File: src/rtl/nlc_pkg.sv
// Shared constants, FSM state encoding and channel-slice helper for the NLC
// channel dispatcher.
package nlc_pkg;

    localparam int NLC_NCH = 16;
    localparam int NLC_XW  = 21;

    typedef enum logic [1:0] {
        IDLE  = 2'd0,
        ISSUE = 2'd1,
        WAIT  = 2'd2,
        DONE  = 2'd3
    } nlc_state_e;

    // Extract channel c from a flat frame packed as [c*XW +: XW].
    function automatic logic [NLC_XW-1:0] ch_slice(
        input logic [NLC_NCH*NLC_XW-1:0] flat,
        input logic [3:0]                c
    );
        return flat[int'(c)*NLC_XW +: NLC_XW];
    endfunction

endpackage

File: src/rtl/nlc_frame_buf.sv
// NCH x XW register array: whole-frame snapshot load, single-index write,
// flat read-out in [c*XW +: XW] packing.
module nlc_frame_buf
    import nlc_pkg::*;
#(
    parameter int NCH = NLC_NCH,
    parameter int XW  = NLC_XW
) (
    input  logic              clk,
    input  logic              reset,
    input  logic              load,
    input  logic [NCH*XW-1:0] load_data,
    input  logic              wr_en,
    input  logic [3:0]        wr_idx,
    input  logic [XW-1:0]     wr_data,
    output logic [NCH*XW-1:0] rd_data
);

    logic [NCH*XW-1:0] mem_d;
    logic [NCH*XW-1:0] mem_q;

    // Snapshot load takes priority over a single-channel write.
    always_comb begin
        mem_d = mem_q;
        if (load) begin
            mem_d = load_data;
        end else if (wr_en) begin
            mem_d[int'(wr_idx)*XW +: XW] = wr_data;
        end else begin
            mem_d = mem_q;
        end
    end

    // Storage register.
    always_ff @(posedge clk) begin
        if (reset) begin
            mem_q <= '0;
        end else begin
            mem_q <= mem_d;
        end
    end

    assign rd_data = mem_q;

endmodule

File: src/rtl/nlc_ch_dispatch.sv
// Sequences a 16-channel frame through the single-channel NLC core and
// re-assembles the results. Optional overrun counter: NLC_DISPATCH_OVERRUN_EN.
module nlc_ch_dispatch
    import nlc_pkg::*;
#(
    parameter int NCH         = NLC_NCH,
    parameter int XW          = NLC_XW,
    parameter int TIMEOUT_CYC = 255
) (
    input  logic              clk,
    input  logic              reset,
    input  logic              srdyi,
    input  logic [NCH*XW-1:0] x_adc,
    output logic              busy,
    output logic              core_srdyi,
    output logic [3:0]        core_ch,
    output logic [XW-1:0]     core_x_adc,
    input  logic              core_srdyo,
    input  logic [XW-1:0]     core_x_lin,
    output logic              srdyo,
    output logic [NCH*XW-1:0] x_lin,
`ifdef NLC_DISPATCH_OVERRUN_EN
    output logic [7:0]        overrun_cnt,
`endif
    output logic              timeout_o
);

    nlc_state_e        state_d, state_q;
    logic [3:0]        ch_d, ch_q;
    logic [7:0]        wait_cnt_d, wait_cnt_q;
    logic              timeout_d, timeout_q;
    logic              busy_d, busy_q;
    logic              core_srdyi_d, core_srdyi_q;
    logic [3:0]        core_ch_d, core_ch_q;
    logic [XW-1:0]     core_x_adc_d, core_x_adc_q;
    logic              srdyo_d, srdyo_q;
    logic [NCH*XW-1:0] x_lin_d, x_lin_q;

    logic              frame_load;
    logic              res_wr;
    logic [XW-1:0]     res_data;
    logic              advance;
    logic              timeout_hit;
    logic [NCH*XW-1:0] frame_flat;
    logic [NCH*XW-1:0] result_flat;

    nlc_frame_buf #(.NCH(NCH), .XW(XW)) u_frame (
        .clk       (clk),
        .reset     (reset),
        .load      (frame_load),
        .load_data (x_adc),
        .wr_en     (1'b0),
        .wr_idx    (4'd0),
        .wr_data   ({XW{1'b0}}),
        .rd_data   (frame_flat)
    );

    nlc_frame_buf #(.NCH(NCH), .XW(XW)) u_result (
        .clk       (clk),
        .reset     (reset),
        .load      (1'b0),
        .load_data ({(NCH*XW){1'b0}}),
        .wr_en     (res_wr),
        .wr_idx    (ch_q),
        .wr_data   (res_data),
        .rd_data   (result_flat)
    );

    assign timeout_hit = ((wait_cnt_q + 8'd1) == 8'(TIMEOUT_CYC));

    // Next-state and registered-output computation; issue strobe, channel and
    // sample are set on entry to ISSUE so they line up with the ISSUE cycle.
    always_comb begin
        state_d      = state_q;
        ch_d         = ch_q;
        wait_cnt_d   = wait_cnt_q;
        timeout_d    = timeout_q;
        core_srdyi_d = 1'b0;
        core_ch_d    = core_ch_q;
        core_x_adc_d = core_x_adc_q;
        srdyo_d      = 1'b0;
        x_lin_d      = x_lin_q;
        frame_load   = 1'b0;
        res_wr       = 1'b0;
        res_data     = {XW{1'b0}};
        advance      = 1'b0;
        case (state_q)
            IDLE: begin
                if (srdyi) begin
                    frame_load   = 1'b1;
                    ch_d         = 4'd0;
                    state_d      = ISSUE;
                    core_srdyi_d = 1'b1;
                    core_ch_d    = 4'd0;
                    core_x_adc_d = x_adc[XW-1:0];
                end else begin
                    state_d = IDLE;
                end
            end
            ISSUE: begin
                wait_cnt_d = 8'd0;
                state_d    = WAIT;
            end
            WAIT: begin
                wait_cnt_d = wait_cnt_q + 8'd1;
                if (core_srdyo) begin
                    res_wr   = 1'b1;
                    res_data = core_x_lin;
                    advance  = 1'b1;
                end else if (timeout_hit) begin
                    res_wr    = 1'b1;
                    res_data  = {XW{1'b0}};
                    timeout_d = 1'b1;
                    advance   = 1'b1;
                end else begin
                    advance = 1'b0;
                end
                if (advance) begin
                    if (ch_q == 4'(NCH-1)) begin
                        // Last result is merged here so x_lin is whole while srdyo is high.
                        state_d = DONE;
                        srdyo_d = 1'b1;
                        x_lin_d = {res_data, result_flat[(NCH-1)*XW-1:0]};
                    end else begin
                        ch_d         = ch_q + 4'd1;
                        state_d      = ISSUE;
                        core_srdyi_d = 1'b1;
                        core_ch_d    = ch_q + 4'd1;
                        core_x_adc_d = ch_slice(frame_flat, ch_q + 4'd1);
                    end
                end else begin
                    state_d = WAIT;
                end
            end
            DONE: begin
                state_d = IDLE;
            end
            default: begin
                state_d = IDLE;
            end
        endcase
        busy_d = (state_d != IDLE);
    end

    // State and output registers.
    always_ff @(posedge clk) begin
        if (reset) begin
            state_q      <= IDLE;
            ch_q         <= 4'd0;
            wait_cnt_q   <= 8'd0;
            timeout_q    <= 1'b0;
            busy_q       <= 1'b0;
            core_srdyi_q <= 1'b0;
            core_ch_q    <= 4'd0;
            core_x_adc_q <= {XW{1'b0}};
            srdyo_q      <= 1'b0;
            x_lin_q      <= {(NCH*XW){1'b0}};
        end else begin
            state_q      <= state_d;
            ch_q         <= ch_d;
            wait_cnt_q   <= wait_cnt_d;
            timeout_q    <= timeout_d;
            busy_q       <= busy_d;
            core_srdyi_q <= core_srdyi_d;
            core_ch_q    <= core_ch_d;
            core_x_adc_q <= core_x_adc_d;
            srdyo_q      <= srdyo_d;
            x_lin_q      <= x_lin_d;
        end
    end

    assign busy       = busy_q;
    assign core_srdyi = core_srdyi_q;
    assign core_ch    = core_ch_q;
    assign core_x_adc = core_x_adc_q;
    assign srdyo      = srdyo_q;
    assign x_lin      = x_lin_q;
    assign timeout_o  = timeout_q;

`ifdef NLC_DISPATCH_OVERRUN_EN
    logic [7:0] overrun_cnt_d, overrun_cnt_q;

    // Count frames dropped because a frame is still in flight (DONE included).
    always_comb begin
        overrun_cnt_d = overrun_cnt_q;
        if (srdyi && busy_q && (overrun_cnt_q != 8'hFF)) begin
            overrun_cnt_d = overrun_cnt_q + 8'd1;
        end else begin
            overrun_cnt_d = overrun_cnt_q;
        end
    end

    // Overrun counter register.
    always_ff @(posedge clk) begin
        if (reset) begin
            overrun_cnt_q <= 8'd0;
        end else begin
            overrun_cnt_q <= overrun_cnt_d;
        end
    end

    assign overrun_cnt = overrun_cnt_q;
`endif

endmodule

File: config.mk
export PLATFORM = sky130hd
export DESIGN_NAME = nlc_ch_dispatch
export DESIGN_NICKNAME = d
export VERILOG_FILES = /design/src/rtl/nlc_pkg.sv /design/src/rtl/nlc_frame_buf.sv /design/src/rtl/nlc_ch_dispatch.sv
export SDC_FILE = /design/constraint.sdc
export NUM_CORES = 2
export LEC_CHECK = 0
export CAP_MARGIN = 20
export CORE_MARGIN = 5
export CORE_UTILIZATION = 45
export CTS_CLUSTER_SIZE = 40
export DETAILED_ROUTE_END_ITERATION = 8
export PLACE_DENSITY_LB_ADDON = 0.05
export RECOVER_POWER = 25
export SETUP_SLACK_MARGIN = 0.3
export SYNTH_ARGS = -nofsm -noshare
export SYNTH_HDL_FRONTEND = slang
export SYNTH_SLANG_ARGS = --single-unit
File: constraint.sdc
create_clock -name clk -period 7.58 [get_ports clk]
set_input_delay 2.274 -clock clk [delete_from_list [all_inputs] [get_ports clk]]
set_output_delay 2.274 -clock clk [all_outputs]
set_load 0.03 [all_outputs]
==> impl_metrics.ini <==
[detailed_routing]
vias_per_cell = 5.24
wl_met3_um = 9540
routed.top_layer = met5
first_pass_iters = 5
drc_errors = 0
vias = 33200
drt-initial-drc-count = 2747
met2_wirelength_um = 66100
route.detailed.wl_per_inst_um = 21.5
route.final.wire_length_um = 136000
ant_nets = 0
detail_route.wirelength.met1_um = 55600

[power_and_ir_drop]
max-vdd-ir-drop_uv = 175
power_density_nw_per_um2 = 232
power.leakage_nw = 19.1

[critical_path]
crit_path_cell_trace = clkbuf_1 > clkbuf_1 > nand4_1 > a21bo_1 > clkbuf_1 > mux2i_1 > nor2_1
end_kind = flip-flop
critical-path-top-cell-by-count = clkbuf_1
path_class = input pin to flip-flop
cp_slowest_stage_delay_ns = 1.81
worstPathMaxFanout = 48
start_kind = input pin
worstPathRequired_ns = 8.09
cp_slowest_cell = clkbuf_1
arrival_ns = 6.40

[grt]
grt_first_pass_wirelength_um = 199000
antenna_found_initial = 24
grt_start_max_net_pins = 137
grt_pass1_vias = 31400
gr-total-overflow = 0
grt_usage = 0.273

[status]
status = finished, violations left
violations = capacitance limit, slew limit

[timing]
clock_skew_ns = 0.0180
worst_slew_pin_slew_ns = 4.06
timing.final.setup_violations = 0
final.setup.tns_ns = 0
timing.final.hold_violations = 0
timing_max_transition_violations_final = 496
fmaxAchievable_mhz = 170
worst_slew_margin_rel = -1.71
hold-worst-slack_ns = 0.443
timing.final.crit_share = 0.777
setup_repair_after_global_routing_missed_its_margin = false
min_period_ns = 5.89

[clocking]
cts_tree = built
post_cts.repair.setup_buffers = 0
clk_latency_ns = 0.67
cts.sink_count = 1026
clock_tree.root_cell = clkbuf_16
cts_made_buffers = 106
post_cts.resized_instances = 0
hold_buffers = 0
clock_slew_at_the_register_clock_pins_of_the_worst_setup_and_hold_paths_ns = 0.06
cts_max_path_buffers = 3
clock_tree.htree_level_count = 3

[yosys]
sequential_cell_area_fraction_in_the_yosys_report = 0.515
yosysUniqueCellTypes = 51
synth-edff-count = 0
postSynth.asyncResetShare = 0
mappedNetlistArea_um2 = 39900
syn_inst = 4547
syn_avg_cell_area_um2 = 8.78
synthesis.nets = 4917
dominantRegCellSynth = dfxtp_1
yosys_warnings = 0
synth.ff_latch_count = 1026

[layout]
layout.nets = 5431
layout.cells.most_common = nand2_1
final_cell_area_um2 = 51300
layout_common_cells = 1452 x nand2_1, 1025 x dfxtp_1, 709 x clkdlybuf4s50_1
synthToLayoutAreaGrowth_pct = 28.5
final_layout_size_suffix_gt1_frac = 0.0631

[place]
numPortBuffers = 725
hpwlAfterDp_um = 92800
place_congestion = 0.849
placed_cell_area_um2 = 47600

[flow_run]
cap_violations = 8

[floorplanning]
die_height_um = 308
boundaryPins = 726
design.die.area_um2 = 94700
rows = 109
starting_utilization_of_the_core_area = 0.452
die_x_extent_um = 308
floorplan.core_area_um2 = 88200

[min_path]
worst_hold_path_type = flip-flop to flip-flop
## logic make-up after synthesis
family,after synthesis,synth area share
xor+xnor,7,0.00154
fa+ha+maj,9,0.00282
buf+inv,381,0.0413
mux,420,0.132
flops,1026,0.515
compound gates,809,0.108
simple gates,1895,0.200
## sequential cells by signal, summed over array words and instances (netlist names)
signal and flops:
core_srdyi 1, u_frame.rd_data 336, core_ch 4, busy 1, timeout_o 1, core_x_adc 21, srdyo 1, state_q 2
wait_cnt_q 8, u_result.rd_data 315, x_lin 336
## synth_stat cells (all sizes together) (25+ instances only)
master     n  area, µm²
clkbuf   267       1000
nand2b   232       1450
dfxtp   1026      20500
a21oi    710       3560
mux4      84       1890
buf      102        602
nor2      94        353
nand4     25        156
o21ai     27        135
nand3     30        155
mux2i    336       3360
nand2   1453       5450
## worst max-delay path: cells and delay by family
| family | cells | cell delay (ns) |
|---|---|---|
| AOI/OAI and AO/OA | 1 | 0.30 |
| buffers and inverters | 3 | 3.27 |
| muxes | 1 | 0.29 |
| and+or+nand+nor | 2 | 0.22 |
## report_power, final
part | leakage [nW] | switching (mW) | total (mW) | internal (mW)
combinational | 9.00 | 0.444 | 0.799 | 0.355
sequential | 8.32 | 0.0640 | 5.58 | 5.52
clock | 1.82 | 2.21 | 5.50 | 3.29
total | 19.1 | 2.72 | 11.9 | 9.16
## worst paths after layout
path / startpoint / to / slack [ns] / cells after the start
worst max-delay path: core_srdyo / u_result.rd_data[257]$_SDFFE_PP0P_ / 1.69 / 7
worst min-delay path: u_result.rd_data[298]$_SDFFE_PP0P_ / x_lin[298]$_SDFFE_PP0P_ / 0.44 / 2
worst max register to register: core_ch[0]$_SDFFE_PP0P_ / x_lin[334]$_SDFFE_PP0P_ / 2.20 / 7
worst min register to register: u_result.rd_data[298]$_SDFFE_PP0P_ / x_lin[298]$_SDFFE_PP0P_ / 0.44 / 2
## metal layers
layer  global-route usage  up-vias
met2                0.461      900
met1                0.340    15900
met3               0.0671      219
met5                    0        -
li1                     -    16200
met4               0.0996       16
## per-stage QoR
stage	utilization	instances	setup slack, ns	total power [mW]
after floorplan	-	4547	3.70	6.10
after global placement	0.539	6117	2.26	6.49
after detailed placement	0.539	6117	2.20	6.50
after CTS	0.581	6316	2.80	12.0
after global routing	0.581	6325	1.38	12.3
final	0.581	6328	1.69	11.9
## layout make-up
type / count / area [µm²]
Fill cell: 8203 / 37000
Sequential cell: 1026 / 20500
Multi-Input combinational cell: 3140 / 17800
Timing Repair Buffer: 775 / 7690
Clock buffer: 157 / 3080
Tap cell: 1165 / 1460
Clock inverter: 42 / 604
Inverter: 12 / 45.0
Antenna cell: 11 / 27.5
(Power assumes the default switching activity.)
